**config.mk**
```make
export PLATFORM = sky130hd
export DESIGN_NAME = rob_retire
export DESIGN_NICKNAME = d
export VERILOG_FILES = /design/src/rtl/rob_pkg.sv /design/src/rtl/rob_retire.sv
export SDC_FILE = /design/constraint.sdc
export NUM_CORES = 2
export LEC_CHECK = 0
export ABC_CLOCK_PERIOD_IN_PS = 4400
export CORE_ASPECT_RATIO = 0.5
export CORE_MARGIN = 1.5
export CORE_UTILIZATION = 55
export DETAILED_ROUTE_END_ITERATION = 7
export PLACE_DENSITY = 0.71
export RECOVER_POWER = 50
export SETUP_SLACK_MARGIN = 0.3
export SYNTH_ARGS = -nofsm -noshare
export SYNTH_HDL_FRONTEND = slang
export SYNTH_SLANG_ARGS = --single-unit
```
**constraint.sdc**
```tcl
create_clock -name clk -period 4.4 [get_ports clk]
set_input_delay 0.88 -clock clk [delete_from_list [all_inputs] [get_ports clk]]
set_output_delay 0.88 -clock clk [all_outputs]
set_load 0.03 [all_outputs]
```
**src/rtl/rob_pkg.sv**
```systemverilog
// Shared reorder-buffer types used by rename, dispatch and retire.
// Entry layout is fixed by the default register-index widths below.
package rob_pkg;

    localparam int DEF_AREG_W = 5;
    localparam int DEF_PREG_W = 6;

    typedef struct packed {
        logic                  valid;
        logic                  done;
        logic                  has_rd;
        logic [DEF_AREG_W-1:0] rd;
        logic [DEF_PREG_W-1:0] pd;
        logic [DEF_PREG_W-1:0] old_pd;
        logic [31:0]           value;
    } rob_entry_t;

endpackage

```
**src/rtl/rob_retire.sv**
```systemverilog
// Reorder buffer with in-order retire: allocates at tail, marks completions,
// retires the head entry once done and releases its previous physical mapping.
module rob_retire
    import rob_pkg::*;
#(
    parameter int DEPTH  = 16,
    parameter int AREG_W = DEF_AREG_W,
    parameter int PREG_W = DEF_PREG_W,
    parameter int IDX_W  = $clog2(DEPTH)
) (
    input  logic              clk,
    input  logic              rst_n,
    input  logic              alloc_valid,
    output logic              alloc_ready,
    input  logic              alloc_has_rd,
    input  logic [AREG_W-1:0] alloc_rd,
    input  logic [PREG_W-1:0] alloc_pd,
    input  logic [PREG_W-1:0] alloc_old_pd,
    output logic [IDX_W-1:0]  alloc_idx,
    input  logic              cmpl_valid,
    input  logic [IDX_W-1:0]  cmpl_idx,
    input  logic [31:0]       cmpl_value,
    output logic              ret_valid,
    output logic              ret_has_rd,
    output logic [AREG_W-1:0] ret_rd,
    output logic [PREG_W-1:0] ret_pd,
    output logic [31:0]       ret_value,
    output logic              free_valid,
    output logic [PREG_W-1:0] free_pd,
    output logic [IDX_W:0]    count,
    output logic              cmpl_err
);

    rob_entry_t        rob_q [DEPTH];
    rob_entry_t        rob_d [DEPTH];
    logic [IDX_W-1:0]  head_q, head_d;
    logic [IDX_W-1:0]  tail_q, tail_d;
    logic [IDX_W:0]    count_q, count_d;
    logic              cmpl_err_q, cmpl_err_d;
    logic              ret_valid_q, ret_valid_d;
    logic              ret_has_rd_q, ret_has_rd_d;
    logic [AREG_W-1:0] ret_rd_q, ret_rd_d;
    logic [PREG_W-1:0] ret_pd_q, ret_pd_d;
    logic [31:0]       ret_value_q, ret_value_d;
    logic              free_valid_q, free_valid_d;
    logic [PREG_W-1:0] free_pd_q, free_pd_d;
    logic              do_alloc, do_retire, cmpl_ok;

    always_comb begin
        rob_d        = rob_q;
        head_d       = head_q;
        tail_d       = tail_q;
        count_d      = count_q;
        cmpl_err_d   = cmpl_err_q;
        ret_valid_d  = 1'b0;
        ret_has_rd_d = ret_has_rd_q;
        ret_rd_d     = ret_rd_q;
        ret_pd_d     = ret_pd_q;
        ret_value_d  = ret_value_q;
        free_valid_d = 1'b0;
        free_pd_d    = free_pd_q;

        // Readiness comes from the registered count only; a retire this cycle frees a slot next cycle.
        alloc_ready = (count_q != (IDX_W+1)'(DEPTH));
        do_alloc    = alloc_valid && alloc_ready;
        do_retire   = rob_q[head_q].valid && rob_q[head_q].done;
        cmpl_ok     = rob_q[cmpl_idx].valid && !rob_q[cmpl_idx].done;

        if (do_retire) begin
            rob_d[head_q].valid = 1'b0;
            rob_d[head_q].done  = 1'b0;
            head_d       = head_q + IDX_W'(1);
            ret_valid_d  = 1'b1;
            ret_has_rd_d = rob_q[head_q].has_rd;
            ret_rd_d     = AREG_W'(rob_q[head_q].rd);
            ret_pd_d     = PREG_W'(rob_q[head_q].pd);
            ret_value_d  = rob_q[head_q].value;
            free_valid_d = rob_q[head_q].has_rd;
            free_pd_d    = PREG_W'(rob_q[head_q].old_pd);
        end

        if (cmpl_valid) begin
            if (cmpl_ok) begin
                rob_d[cmpl_idx].done  = 1'b1;
                rob_d[cmpl_idx].value = cmpl_value;
            end else begin
                cmpl_err_d = 1'b1;
            end
        end

        // The tail slot is never the head of a live retire nor a legal completion target.
        if (do_alloc) begin
            rob_d[tail_q].valid  = 1'b1;
            rob_d[tail_q].done   = 1'b0;
            rob_d[tail_q].has_rd = alloc_has_rd && (alloc_rd != '0);
            rob_d[tail_q].rd     = DEF_AREG_W'(alloc_rd);
            rob_d[tail_q].pd     = DEF_PREG_W'(alloc_pd);
            rob_d[tail_q].old_pd = DEF_PREG_W'(alloc_old_pd);
            rob_d[tail_q].value  = '0;
            tail_d = tail_q + IDX_W'(1);
        end

        case ({do_alloc, do_retire})
            2'b10:   count_d = count_q + (IDX_W+1)'(1);
            2'b01:   count_d = count_q - (IDX_W+1)'(1);
            default: count_d = count_q;
        endcase
    end

    always_ff @(posedge clk or negedge rst_n) begin
        if (!rst_n) begin
            for (int unsigned i = 0; i < DEPTH; i++) begin
                rob_q[i] <= '0;
            end
            head_q       <= '0;
            tail_q       <= '0;
            count_q      <= '0;
            cmpl_err_q   <= 1'b0;
            ret_valid_q  <= 1'b0;
            ret_has_rd_q <= 1'b0;
            ret_rd_q     <= '0;
            ret_pd_q     <= '0;
            ret_value_q  <= '0;
            free_valid_q <= 1'b0;
            free_pd_q    <= '0;
        end else begin
            rob_q        <= rob_d;
            head_q       <= head_d;
            tail_q       <= tail_d;
            count_q      <= count_d;
            cmpl_err_q   <= cmpl_err_d;
            ret_valid_q  <= ret_valid_d;
            ret_has_rd_q <= ret_has_rd_d;
            ret_rd_q     <= ret_rd_d;
            ret_pd_q     <= ret_pd_d;
            ret_value_q  <= ret_value_d;
            free_valid_q <= free_valid_d;
            free_pd_q    <= free_pd_d;
        end
    end

    assign alloc_idx  = tail_q;
    assign count      = count_q;
    assign cmpl_err   = cmpl_err_q;
    assign ret_valid  = ret_valid_q;
    assign ret_has_rd = ret_has_rd_q;
    assign ret_rd     = ret_rd_q;
    assign ret_pd     = ret_pd_q;
    assign ret_value  = ret_value_q;
    assign free_valid = free_valid_q;
    assign free_pd    = free_pd_q;

endmodule

```
==> run_results.csv <==
group,metric,value,unit
die,die_w,393,um
synthesis,synth.avg_cell_area,13.1,um^2
outcome,status,"complete, but fails checks",
synthesis,seq_area_frac_synth,0.536,
sta,finalCritPeriodShare,0.848,
routing,wl,111000,um
cells_and_area,fillers,5683,
routing,wl_per_cell,25.8,um
critical_path,crit_type,"flop to flop",
sta,fmax,268,MHz
synthesis,synth_enable_flop_cells,0,
synthesis,synthCells,3196,
grt,gr-total-overflow,0,
routing,vias,26836,
min_path,min_path_cells,1,
run,maxCapViolations,7,
cells_and_area,area.growth.synth_to_final,12.1,%
power_and_ir_drop,ir_drop,589,uV
synthesis,synth-main-ff-cell,"dfrtp_1",
cts,cts_made_buffers,80,
sta,finClkSkew,0.0179,ns
die,start_util,0.557,
cts,ctsResizeCount,0,
cts,htreeDepth,3,
sta,finalWorstSetupSlack,0.669,ns
critical_path,arrival,4.28,ns
power_and_ir_drop,p_total,34000,uW
synthesis,ys_ff_latch,898,
sta,hold_viol,0,
cts,root_buffer,"clkbuf_16",
die,rows,71,
cells_and_area,layout-drive-gt1-share,0.252,
die,die_h,198,um
grt,grt_usage,0.290,
cts,cts_tree,"built",
routing,ant_nets,0,
synthesis,synth.distinct_cells,49,
cts,cts_setup_buffers,0,
critical_path,worst_setup_path_start_kind,"flop",
cells_and_area,nNetsFinal,3275,
cts,cts.hold.buffers_added,0,
sta,rsz0062_at_grt,"false",
sta,min_period,3.73,ns
sta,worst_pin_slew,2.75,ns
grt,grt_pass1_wl,171000,um
place,io_buffers,120,
sta,drv_slew,276,
synthesis,netlist_area,0.0419,mm^2
cts,clk_pin_slew_worst_paths,0.06,ns
outcome,violations,"max-capacitance violations, max-slew violations",
critical_path,r2r.worst_path.cells,5,
sta,max-slew-margin-rel,-0.831,
place,dpl.hpwl,62700,um
cts,max-clock-path-buffers,3,
power_and_ir_drop,powerDensity,723,mW/mm^2
die,core,0.0752,mm^2
die,io_pins,121,
routing,first_iter_violations,2307,
min_path,hold_path_class,"flop to flop",
sta,setup_tns,0,ns
synthesis,yosysWarnings,0,
routing,firstDrtPassIters,6,
sta,finalSetupViolCount,0,
die,dieArea,0.0780,mm^2
grt,grt_max_degree,126,
critical_path,worstPathRequired,4.95,ns
cts,clkSinkCount,898,
power_and_ir_drop,leakage,0.0227,uW
routing,vias_per_cell,6.25,
routing,drc_errors,0,
grt,grt_pass1_vias,27806,
grt,antenna_found_initial,11,
cts,insertion_delay,0.66,ns
critical_path,path_max_fanout,40,
synthesis,synthArstFlopShare,1.00,
critical_path,crit_path_end_kind,"flop",
place,pre_cts_ws,0.401,ns
synthesis,synth_nets,3266,
place,gp_congestion,0.894,
-- cell families after synthesis --
logic type	count (synthesis)	share of synthesized area
xor gates and xnor gates	11	0.00230
buffers and inverters	310	0.0310
AOI/OAI and AO/OA	214	0.0273
DFF	898	0.536
muxes	996	0.326
adders and majority gates	12	0.00358
and+or+nand+nor	755	0.0739
-- report_power, final --
| group | switching, uW | internal, uW |
|---|---|---|
| Clock | 3170 | 4050 |
| Sequential | 2050 | 11900 |
| Combinational | 6080 | 6720 |
| Total | 11300 | 22700 |
-- per-stage QoR --
step	instances	util	hold slack [ns]	cell area, um^2
6_report	4297	0.624	0.459	47000
3_3_place_gp	4145	0.590	0.437	44400
5_1_grt	4297	0.624	0.494	47000
3_5_place_dp	4145	0.590	0.447	44400
4_1_cts	4287	0.625	0.273	47100
2_1_floorplan	3196	-	0.445	41900
-- area by class of cell --
class | count | area (um^2) | area share
clock inverter | 24 | 260 | 0.00554
multi-input combinational | 1988 | 18300 | 0.390
inverter | 22 | 85.1 | 0.00181
antenna | 10 | 25.0 | 0.000533
timing repair buffer | 215 | 2150 | 0.0457
clock buffer | 118 | 2380 | 0.0506
sequential | 898 | 22500 | 0.479
tap | 1022 | 1280 | 0.0272
-- cell usage in the layout, fill, tap and decap left out, types with 6 or more instances in the layout --
cell / n
dfrtp_1: 896
buf_12: 25
nand3_1: 100
nor2_4: 11
o21ai_1: 9
clkinv_2: 15
clkbuf_1: 33
clkdlybuf4s50_1: 119
a21oi_1: 46
o21ai_0: 130
clkbuf_16: 83
mux4_2: 261
mux2i_1: 403
mux2_2: 327
clkbuf_8: 17
inv_1: 19
clkbuf_2: 8
diode_2: 10
nor2_1: 389
xnor2_1: 6
nand4_1: 10
buf_4: 48
o21a_1: 7
nand2_1: 208
ha_1: 12
-- routing by layer --
metal  vias to the layer above  GRT usage  part of all wire
met2                       913      0.461              0.48
met4                         0      0.104             0.027
met5                         -          0                 0
met3                       184     0.0411             0.057
met1                     14294      0.412              0.44
li1                      11445          -                 -
-- cells in the mapped netlist (5+ instances only) --
master	count	area, um^2
dfrtp_1	898	22500
mux2i_1	404	4040
nor2_1	400	1500
mux2_2	327	3680
mux4_2	261	5880
nand2_1	208	781
clkbuf_1	179	672
o21ai_0	130	651
nand3_1	105	526
buf_2	59	295
a21oi_1	46	230
buf_1	38	143
inv_1	19	71.3
ha_1	12	150
nand4_1	10	62.6
o21ai_1	9	45.0
buf_4	8	60.1
nor3_1	7	35.0
o21a_1	7	52.6
xnor2_1	6	52.6
a21o_1	5	37.5
nand2b_1	5	31.3
xor2_1	5	43.8
-- flip-flops by register name, summed over array words and instances (netlist names), 4 cells and up --
register	cells
alloc_idx	4
free_pd	6
ret_value	32
head_q	4
rob_q	832
count	5
ret_pd	6
ret_rd	5
-- worst max-delay path: stages, from the launching register on --
cell and delay (ns):
dfrtp_1 1.13, clkbuf_2 1.37, nand2_1 0.29, nor2_1 0.42
a21boi_0 0.18, o21a_1 0.20
-- path summary, 6_finish.rpt --
path / startpoint / endpoint / slack (ns)
min reg2reg: cmpl_err / cmpl_err / 0.46
max reg2reg: head_q[2] / rob_q[154] / 0.67
min in group asynchronous: rst_n / rob_q[772] / 1.07
max: head_q[2] / rob_q[154] / 0.67
max in group asynchronous: rst_n / rob_q[131] / 1.04
min: cmpl_err / cmpl_err / 0.46
(Power assumes the default switching activity.)
